==> src/rtl/onoc_rx_pkg.sv <==
// Shared definitions for the optical-NoC receive front end: FSM states,
// flit geometry and header field positions.
package onoc_rx_pkg;

    localparam int NODE_W = 16;
    localparam int FLIT_W = 32;

    // Header/data payload fields
    localparam int SRC_HI = 31;
    localparam int SRC_LO = 16;
    localparam int CNT_HI = 15;
    localparam int CNT_LO = 0;

    typedef enum logic [2:0] {
        ST_IDLE,
        ST_COLLECT,
        ST_DROP,
        ST_REL_HDR,
        ST_REL_DATA
    } rx_state_t;

endpackage

==> src/rtl/onoc_rx_fifo.sv <==
// Synchronous store-and-forward buffer with flush. Pointers wrap at DEPTH,
// so non-power-of-two depths are supported.
module onoc_rx_fifo #(
    parameter int DEPTH = 16,
    parameter int WIDTH = 32
) (
    input  logic             clk,
    input  logic             rst,
    input  logic             push,
    input  logic             pop,
    input  logic             flush,
    input  logic [WIDTH-1:0] wdata,
    output logic [WIDTH-1:0] rdata,
    output logic             full,
    output logic             empty
);

    localparam int AW = (DEPTH > 1) ? $clog2(DEPTH) : 1;
    localparam int CW = $clog2(DEPTH + 1);

    logic [WIDTH-1:0] mem [DEPTH];
    logic [AW-1:0]    wptr_q;
    logic [AW-1:0]    rptr_q;
    logic [CW-1:0]    count_q;

    function automatic logic [AW-1:0] next_ptr(input logic [AW-1:0] p);
        return (p == AW'(DEPTH - 1)) ? '0 : p + 1'b1;
    endfunction

    assign rdata = mem[rptr_q];
    assign full  = (count_q == CW'(DEPTH));
    assign empty = (count_q == '0);

    // Storage array; contents are don't-care once pointers are flushed
    always_ff @(posedge clk) begin
        if (push) begin
            mem[wptr_q] <= wdata;
        end
    end

    // Pointer and occupancy tracking
    always_ff @(posedge clk or negedge rst) begin
        if (!rst) begin
            wptr_q  <= '0;
            rptr_q  <= '0;
            count_q <= '0;
        end else if (flush) begin
            wptr_q  <= '0;
            rptr_q  <= '0;
            count_q <= '0;
        end else begin
            if (push) begin
                wptr_q <= next_ptr(wptr_q);
            end
            if (pop) begin
                rptr_q <= next_ptr(rptr_q);
            end
            if (push && !pop) begin
                count_q <= count_q + CW'(1);
            end else if (pop && !push) begin
                count_q <= count_q - CW'(1);
            end
        end
    end

`ifndef SYNTHESIS
    // Packet length is capped at DEPTH upstream, so overflow is impossible
    always_ff @(posedge clk) begin
        if (rst && push) begin
            assert (!full);
        end
    end
`endif

endmodule

==> src/rtl/onoc_rx_interface.sv <==
// Receive front end: filters link flits by destination, buffers a whole
// packet, then replays header + data as one contiguous burst.
// Optional feature macro: ONOC_RX_PARITY_EN (even-parity check on flits).
module onoc_rx_interface
    import onoc_rx_pkg::*;
#(
    parameter int DEPTH = 16
) (
    input  logic              clk,
    input  logic              rst,
    input  logic [NODE_W-1:0] node_id,
    input  logic              link_valid,
    input  logic              link_ctrl,
    input  logic [NODE_W-1:0] link_dest,
    input  logic [FLIT_W-1:0] link_payload,
    input  logic              link_parity,
    output logic              link_ready,
    output logic [FLIT_W-1:0] control_rx_packet,
    output logic [FLIT_W-1:0] data_rx_packet,
    output logic              rx_err,
    output logic              rx_busy
);

    localparam logic [NODE_W-1:0] DEPTH_C = NODE_W'(DEPTH);

    rx_state_t         state_q, state_d;
    logic [FLIT_W-1:0] hdr_q, hdr_d;
    logic [NODE_W-1:0] cnt_q, cnt_d;
    logic [NODE_W-1:0] rem_q, rem_d;
    logic [NODE_W-1:0] wcnt_q, wcnt_d;
    logic [FLIT_W-1:0] ctrl_q, ctrl_d;
    logic [FLIT_W-1:0] data_q, data_d;
    logic              err_q, err_d;

    logic              ready_int;
    logic              accept;
    logic              par_ok;
    logic              is_local;
    logic [NODE_W-1:0] flit_cnt;
    logic [NODE_W-1:0] flit_src;

    logic              push, pop, flush;
    logic [FLIT_W-1:0] fifo_rdata;
    logic              fifo_full, fifo_empty;

`ifdef ONOC_RX_PARITY_EN
    assign par_ok = ~^{link_ctrl, link_dest, link_payload, link_parity};
`else
    logic unused_parity;
    assign unused_parity = link_parity;
    assign par_ok        = 1'b1;
`endif

    assign ready_int = (state_q == ST_IDLE) || (state_q == ST_COLLECT) ||
                       (state_q == ST_DROP);
    // Reset gates ready directly so it is low while held and high immediately after release
    assign link_ready = rst & ready_int;
    assign accept     = link_valid & ready_int;
    assign is_local   = (link_dest == node_id);
    assign flit_cnt   = link_payload[CNT_HI:CNT_LO];
    assign flit_src   = link_payload[SRC_HI:SRC_LO];

    assign control_rx_packet = ctrl_q;
    assign data_rx_packet    = data_q;
    assign rx_err            = err_q;
    assign rx_busy           = (state_q != ST_IDLE);

    onoc_rx_fifo #(
        .DEPTH(DEPTH),
        .WIDTH(FLIT_W)
    ) u_fifo (
        .clk  (clk),
        .rst  (rst),
        .push (push),
        .pop  (pop),
        .flush(flush),
        .wdata(link_payload),
        .rdata(fifo_rdata),
        .full (fifo_full),
        .empty(fifo_empty)
    );

    // State, counters and registered outputs
    always_ff @(posedge clk or negedge rst) begin
        if (!rst) begin
            state_q <= ST_IDLE;
            hdr_q   <= '0;
            cnt_q   <= '0;
            rem_q   <= '0;
            wcnt_q  <= '0;
            ctrl_q  <= '0;
            data_q  <= '0;
            err_q   <= 1'b0;
        end else begin
            state_q <= state_d;
            hdr_q   <= hdr_d;
            cnt_q   <= cnt_d;
            rem_q   <= rem_d;
            wcnt_q  <= wcnt_d;
            ctrl_q  <= ctrl_d;
            data_q  <= data_d;
            err_q   <= err_d;
        end
    end

    // Next-state logic; output registers load on the edge entering the presenting state
    always_comb begin
        state_d = state_q;
        hdr_d   = hdr_q;
        cnt_d   = cnt_q;
        rem_d   = rem_q;
        wcnt_d  = wcnt_q;
        ctrl_d  = '0;
        data_d  = '0;
        err_d   = 1'b0;
        push    = 1'b0;
        pop     = 1'b0;
        flush   = 1'b0;

        case (state_q)
            ST_IDLE: begin
                if (accept) begin
                    if (!par_ok || !link_ctrl) begin
                        err_d = 1'b1;
                    end else if (!is_local) begin
                        rem_d = flit_cnt;
                        if (flit_cnt != '0) begin
                            state_d = ST_DROP;
                        end
                    end else if (flit_cnt > DEPTH_C) begin
                        err_d   = 1'b1;
                        rem_d   = flit_cnt;
                        state_d = ST_DROP;
                    end else begin
                        hdr_d  = link_payload;
                        cnt_d  = flit_cnt;
                        wcnt_d = '0;
                        if (flit_cnt == '0) begin
                            ctrl_d  = link_payload;
                            state_d = ST_REL_HDR;
                        end else begin
                            state_d = ST_COLLECT;
                        end
                    end
                end
            end

            ST_COLLECT: begin
                if (accept) begin
                    if (link_ctrl || !par_ok || fifo_full ||
                        (flit_src != hdr_q[SRC_HI:SRC_LO])) begin
                        err_d   = 1'b1;
                        flush   = 1'b1;
                        wcnt_d  = '0;
                        state_d = ST_IDLE;
                    end else begin
                        push = 1'b1;
                        if (wcnt_q + 16'd1 == cnt_q) begin
                            ctrl_d  = hdr_q;
                            wcnt_d  = '0;
                            state_d = ST_REL_HDR;
                        end else begin
                            wcnt_d = wcnt_q + 16'd1;
                        end
                    end
                end
            end

            ST_DROP: begin
                if (accept) begin
                    if (rem_q <= 16'd1) begin
                        rem_d   = '0;
                        state_d = ST_IDLE;
                    end else begin
                        rem_d = rem_q - 16'd1;
                    end
                end
            end

            ST_REL_HDR: begin
                if (cnt_q == '0) begin
                    state_d = ST_IDLE;
                end else begin
                    pop     = !fifo_empty;
                    data_d  = fifo_rdata;
                    wcnt_d  = 16'd1;
                    state_d = ST_REL_DATA;
                end
            end

            ST_REL_DATA: begin
                if (wcnt_q == cnt_q) begin
                    wcnt_d  = '0;
                    state_d = ST_IDLE;
                end else begin
                    pop    = !fifo_empty;
                    data_d = fifo_rdata;
                    wcnt_d = wcnt_q + 16'd1;
                end
            end

            default: begin
                state_d = ST_IDLE;
            end
        endcase
    end

endmodule

==> config.mk <==
export PLATFORM = sky130hd
export DESIGN_NAME = onoc_rx_interface
export DESIGN_NICKNAME = d
export VERILOG_FILES = /design/src/rtl/onoc_rx_pkg.sv /design/src/rtl/onoc_rx_fifo.sv /design/src/rtl/onoc_rx_interface.sv
export SDC_FILE = /design/constraint.sdc
export NUM_CORES = 1
export LEC_CHECK = 0
export ABC_AREA = 1
export BUFFER_PORTS_ARGS = -buffer_cell sky130_fd_sc_hd__buf_2
export CORE_ASPECT_RATIO = 0.6
export CORE_MARGIN = 1
export CORE_UTILIZATION = 23
export DETAILED_ROUTE_END_ITERATION = 7
export SLEW_MARGIN = 20
export SYNTH_ARGS = -nofsm -noshare
export SYNTH_HDL_FRONTEND = slang
export SYNTH_SLANG_ARGS = --single-unit
export TNS_END_PERCENT = 100
==> constraint.sdc <==
create_clock -name clk -period 7.6 [get_ports clk]
set_input_delay 1.52 -clock clk [delete_from_list [all_inputs] [get_ports clk]]
set_output_delay 1.52 -clock clk [all_outputs]
set_load 0.02 [all_outputs]
After elaboration in Yosys (flattened, before gate mapping)
Memory sizes are Yosys's and may differ from the RTL's.
Index checks and enable logic that the tools add are counted.
- logic and storage cells: 138
- flip-flop bits (word level): 161
- input port bits: 69
- memories kept: 1
- memory bits (writable): 512
- add/subtract/negate cells: 6
- muxes and demuxes: 68
- bitwise gates (word level): 3
- reductions and logical operators: 24
- eq/ne operators: 23
- magnitude comparators: 2
- memory list (name ; words ; width ; read ports ; clocked after Yosys merged registers in ; wr ports ; line ; text):
    u_fifo.mem ; 16 ; 32 ; 1 ; 0 ; 1 ; onoc_rx_fifo.sv:21 ; logic [WIDTH-1:0] mem [DEPTH];
- operators by type and width (kind ; count):
    $mux 32 ; 10
    $mux 16 ; 15
    $pmux 32 s2 ; 2
    $pmux 16 s4 ; 1
    $eq 16x16->1 ; 3
    $mux 3 ; 11
    $logic_not 16->1 ; 2
    $pmux 16 s2 ; 1
    $mux 4 ; 6
    $add 16x1->16 const B ; 1
    $gt 16x5->1 const B ; 1
    $le 16x1->1 const B ; 1
    $ne 16x16->1 ; 1
    $ne 2x2->1 const B ; 8
    $reduce_bool 16->1 ; 1
    $sub 16x1->16 const B ; 1
    $mux 5 ; 3
    $pmux 3 s5 ; 1
    $mux 1 ; 14
    $reduce_and 5->1 ; 2
    $add 4x1->4 const B ; 2
    $eq 4x4->1 const B ; 2
    $reduce_and 8->1 ; 1
    $reduce_and 7->1 ; 1
    21 further kinds ; 35

Logic depth before layout (Yosys ltp)
- word-level depth: 11
- depth in mapped cells: 16
- mapped depth without buffers: 16

Modules after synthesis
Synthesis repeated with hierarchy kept, for this count alone.
- cell total of the unflattened synthesis: 3044
- area, all modules: 29549.6 um2
- by module, submodules not included (module ; cells an instance ; area an instance (um2) ; instances ; sequential area each (um2)):
    onoc_rx_fifo ; 2123 ; 22326.4 ; 1 ; 15700.1
    onoc_rx_interface ; 921 ; 7223.2 ; 1 ; 3303.2

Worst setup path after synthesis
No wires, ideal clock.
- kind: input to register
- start point: in link_payload[27]
- end point: mem u_fifo.mem[10][0], enable pin
- library setup time: 421 ps
- arrival: 4259 ps
- stages on the path: 9
- buffers on the path: 1
- slack: 2920 ps
- cell sequence: inv_1 -> or2_2 -> nand4_1 -> nor3_1 -> nand4_1 -> inv_1 -> buf_2 -> nand2_1 -> nor2_1
- longest elaborated chain between the ends: 7
- RTL lines (item ; line ; text):
    from (decl) ; onoc_rx_interface.sv:15 ; input logic [FLIT_W-1:0] link_payload,
    $ne 16x16->1 ; onoc_rx_interface.sv:151 ; (flit_src != hdr_q[SRC_HI:SRC_LO])) begin
    $logic_or 1x1->1 ; onoc_rx_interface.sv:150 ; if (link_ctrl || !par_ok || fifo_full ||
    $mux 1 ; onoc_rx_interface.sv:150 ;
    $mux 1 ; onoc_rx_interface.sv:149 ; if (accept) begin
    $mux 1 ; onoc_rx_interface.sv:120 ; case (state_q)
    $mux 1 ; onoc_rx_fifo.sv:36 ; if (push) begin
    $mux 1 (implied by the code) ; onoc_rx_fifo.sv:37 ; mem[wptr_q] <= wdata;
    to (decl) ; onoc_rx_fifo.sv:21 ;
Every way passes these cells.

Worst setup path after layout
- start point: in link_payload[21]
- end point: mem u_fifo.mem[14][10], enable pin
Same word-level chain as after synthesis.

==> flow_summary.toml <==
[run_status]
outcome = "finished, final reports clean"

[logic_synthesis]
synth-simple-area-share = 0.142
synthMuxAreaShare = 0
syn-num-nets = 2461
syn_area_um2 = 27600
synth-seq-cells = 657
synth_xor_area_frac = 0.0206
syn_area_per_cell_um2 = 11.6
synth-warning-count = 0
synth_compound_area_frac = 0.107
synth_top_family_by_area = "simple AND/OR/NAND/NOR gates"
synth-adder-area-share = 0.00616
synth_cell_type_count = 51
seq_area_frac_synth = 0.688
synthCells = 2379

[cts]
numCtsBuffers = 70
path_clk_slew_ns = 0.06
cts_tree = "done"
cts_max_level = 3
cts_sinks = 657
postCtsSetupBuffers = 0
clock_path_buffers = 3
cts_hold_buf = 0
clk_latency_ns = 0.65
clockRootBuffer = "clkbuf_16"
post_cts_resize_count = 0

[global_routing]
grt_usage = 0.124
grt_pass1_vias = 17800
grt_pass1_wl_um = 115000
grt-ovfl-total = 0
antenna_found_initial = 9
grt_max_degree = 186

[floorplan]
dieArea_um2 = 121000
start_util = 0.232
core_um2 = 119000
floorplan.io_pins = 136
die_w_um = 449
std_cell_rows = 98
fp.dieH_um = 270

[sta]
timing.fmax_ghz = 0.214
setup_tns_ns = 0
rsz0062_at_grt = "no"
fin_crit_ns = 4.67
setup_viol = 0
max_slew_margin = 0.283
slew_violations = 0
worst_slew_pin_slew_ns = 1.07
fin_skew_ns = 0.0447
fin_crit_sh = 0.615
setup_ws_ns = 2.93
hold_viol = 0

[flow_run]
drv_cap = 0

[critical_path]
critPathMaxFanout = 22
path_buf_inv = 4
cp.arrival_ns = 4.97
path_cells = "buf_2, inv_1, nand2_1, o21ai_0, nor2_1, nand2_1, nor2_1, nand4_1, inv_1, nand2_1, nor2_4, buf_4"
cpPeakStageDelay_ns = 0.89
critPathSlowestCell = "nor2_4"
required_ns = 7.90
start_kind = "input port"
cp_common_cell = "nand2_1"
path_class = "input port to flip-flop"
crit_path_end_kind = "flip-flop"
path_delay_family = "simple AND/OR/NAND/NOR gates"

[route]
wl_um = 76700
drc = 0
vias = 18600
top_layer = "met5"
wl_met1_um = 36000
first_iter_violations = 1658
wl_per_cell_um = 18.5
via_per_inst = 4.48
met3_wirelength_um = 4000
dr_wl_met2_um = 34200
detail-route-antenna-nets = 0
firstDrtPassIters = 5

[place]
portBuffers = 134
dp_hpwl_um = 46600
place.gp.congestion = 0.844
dp_slack_ns = 2.31

[finish]
syn_to_final_growth_pct = 17.8
ff_latch_area_um2 = 19000
drive_above_1_share = 0.144
layout_common_cells = "edfxtp_1 (512), nor2_1 (330), nand2_1 (325)"
multi_input_area_um2 = 7730
nets = 2573
fill_cells = 12200
layout.cells.most_common = "edfxtp_1"

[pwr]
pwr_density_cell_nw_per_um2 = 242
p_leak_nw = 11.9
vdd_drop_max_mv = 0.153

[min_path]
hp-class = "flip-flop to flip-flop"
kinds of logic after synthesis:
family	after synthesis
AOI/OAI and AO/OA	513
xor gates and xnor gates	65
adders and majority gates	13
buffers and inverters	253
DFF	657
and+or+nand+nor	878
registers in the layout (all words and copies together), names as in the netlist:
| name | flops |
|---|---|
| state_q | 3 |
| u_fifo.count_q | 5 |
| rx_err | 1 |
| data_rx_packet | 32 |
| rem_q | 16 |
| u_fifo.rptr_q | 4 |
| control_rx_packet | 32 |
| u_fifo.wptr_q | 4 |
| u_fifo.mem | 512 |
| hdr_q | 32 |
| wcnt_q | 16 |
cell type report:
cell class / instances / area share
diodes: 5 / 0.000385
multi-input cells: 1469 / 0.238
clock inverters: 37 / 0.0138
inverters: 122 / 0.0143
repair buffers: 171 / 0.0305
clock buffers: 91 / 0.0572
well taps: 1600 / 0.0616
flip-flops and latches: 657 / 0.585
where the power goes:
| part | switching (mW) | internal [mW] | leakage (nW) | total [mW] |
|---|---|---|---|---|
| combinational | 0.328 | 0.140 | 4.22 | 0.468 |
| sequential | 0.0479 | 3.92 | 6.55 | 3.97 |
| clock | 1.52 | 1.91 | 1.11 | 3.43 |
| total | 1.89 | 5.98 | 11.9 | 7.87 |
metrics by stage:
stage / area, um^2 / hold WS (ns) / std cells / utilization / power (mW)
finish: 32500 / 0.498 / 4152 / 0.273 / 7.87
global route: 32500 / 0.524 / 4152 / 0.273 / 8.15
CTS: 32500 / 0.498 / 4147 / 0.273 / 7.94
detailed placement: 30200 / 0.483 / 4019 / 0.254 / 4.51
global placement: 30200 / 0.478 / 4018 / 0.253 / 4.50
floorplan: 27600 / 0.458 / 2379 / - / 4.33
worst register-to-register path, delay by kind of cell (launching register included):
family	cells	cell delay [ns]
buf+inv	4	1.00
flops	1	0.52
simple gates	5	2.02
metal layers:
metal	track usage	vias to the layer above
met5	0	-
met4	0.0444	6
met3	0.0215	117
met2	0.189	568
met1	0.177	9196
li1	-	8720
final timing paths:
path	slack, ns	cells after the start	end	startpoint
max	2.93	12	u_fifo.mem[14][10]	link_payload[21]
min	0.50	2	hdr_q[10]	hdr_q[10]
max reg2reg	3.76	9	u_fifo.mem[14][10]	state_q[0]
min reg2reg	0.50	2	hdr_q[10]	hdr_q[10]
max in group asynchronous	5.41	2	u_fifo.rptr_q[0]	rst
min in group asynchronous	0.86	1	control_rx_packet[14]	rst
synthesized netlist by cell type, drive strengths merged:
library cell	number	area (um^2)
a21boi	1	7.51
a21oi	16	80.1
a221o	1	10.0
a22oi	1	7.51
a311oi	1	8.76
a31oi	31	194
and2	1	6.26
and3	1	6.26
buf	26	146
clkbuf	105	395
clkinv	4	15.0
dfrtp	145	3630
edfxtp	512	15400
fa	1	20.0
ha	12	150
inv	118	443
nand2	338	1330
nand3	80	480
nand3b	3	26.3
nand4	54	344
nor2	372	1550
nor3	19	105
nor3b	1	7.51
nor4	1	6.26
o2111ai	1	8.76
o211ai	15	113
o21ai	308	1540
o21bai	1	7.51
o221ai	47	412
o22ai	90	563
or2	8	50.1
xnor2	24	210
xor2	41	359
(Power assumes the default switching activity.)
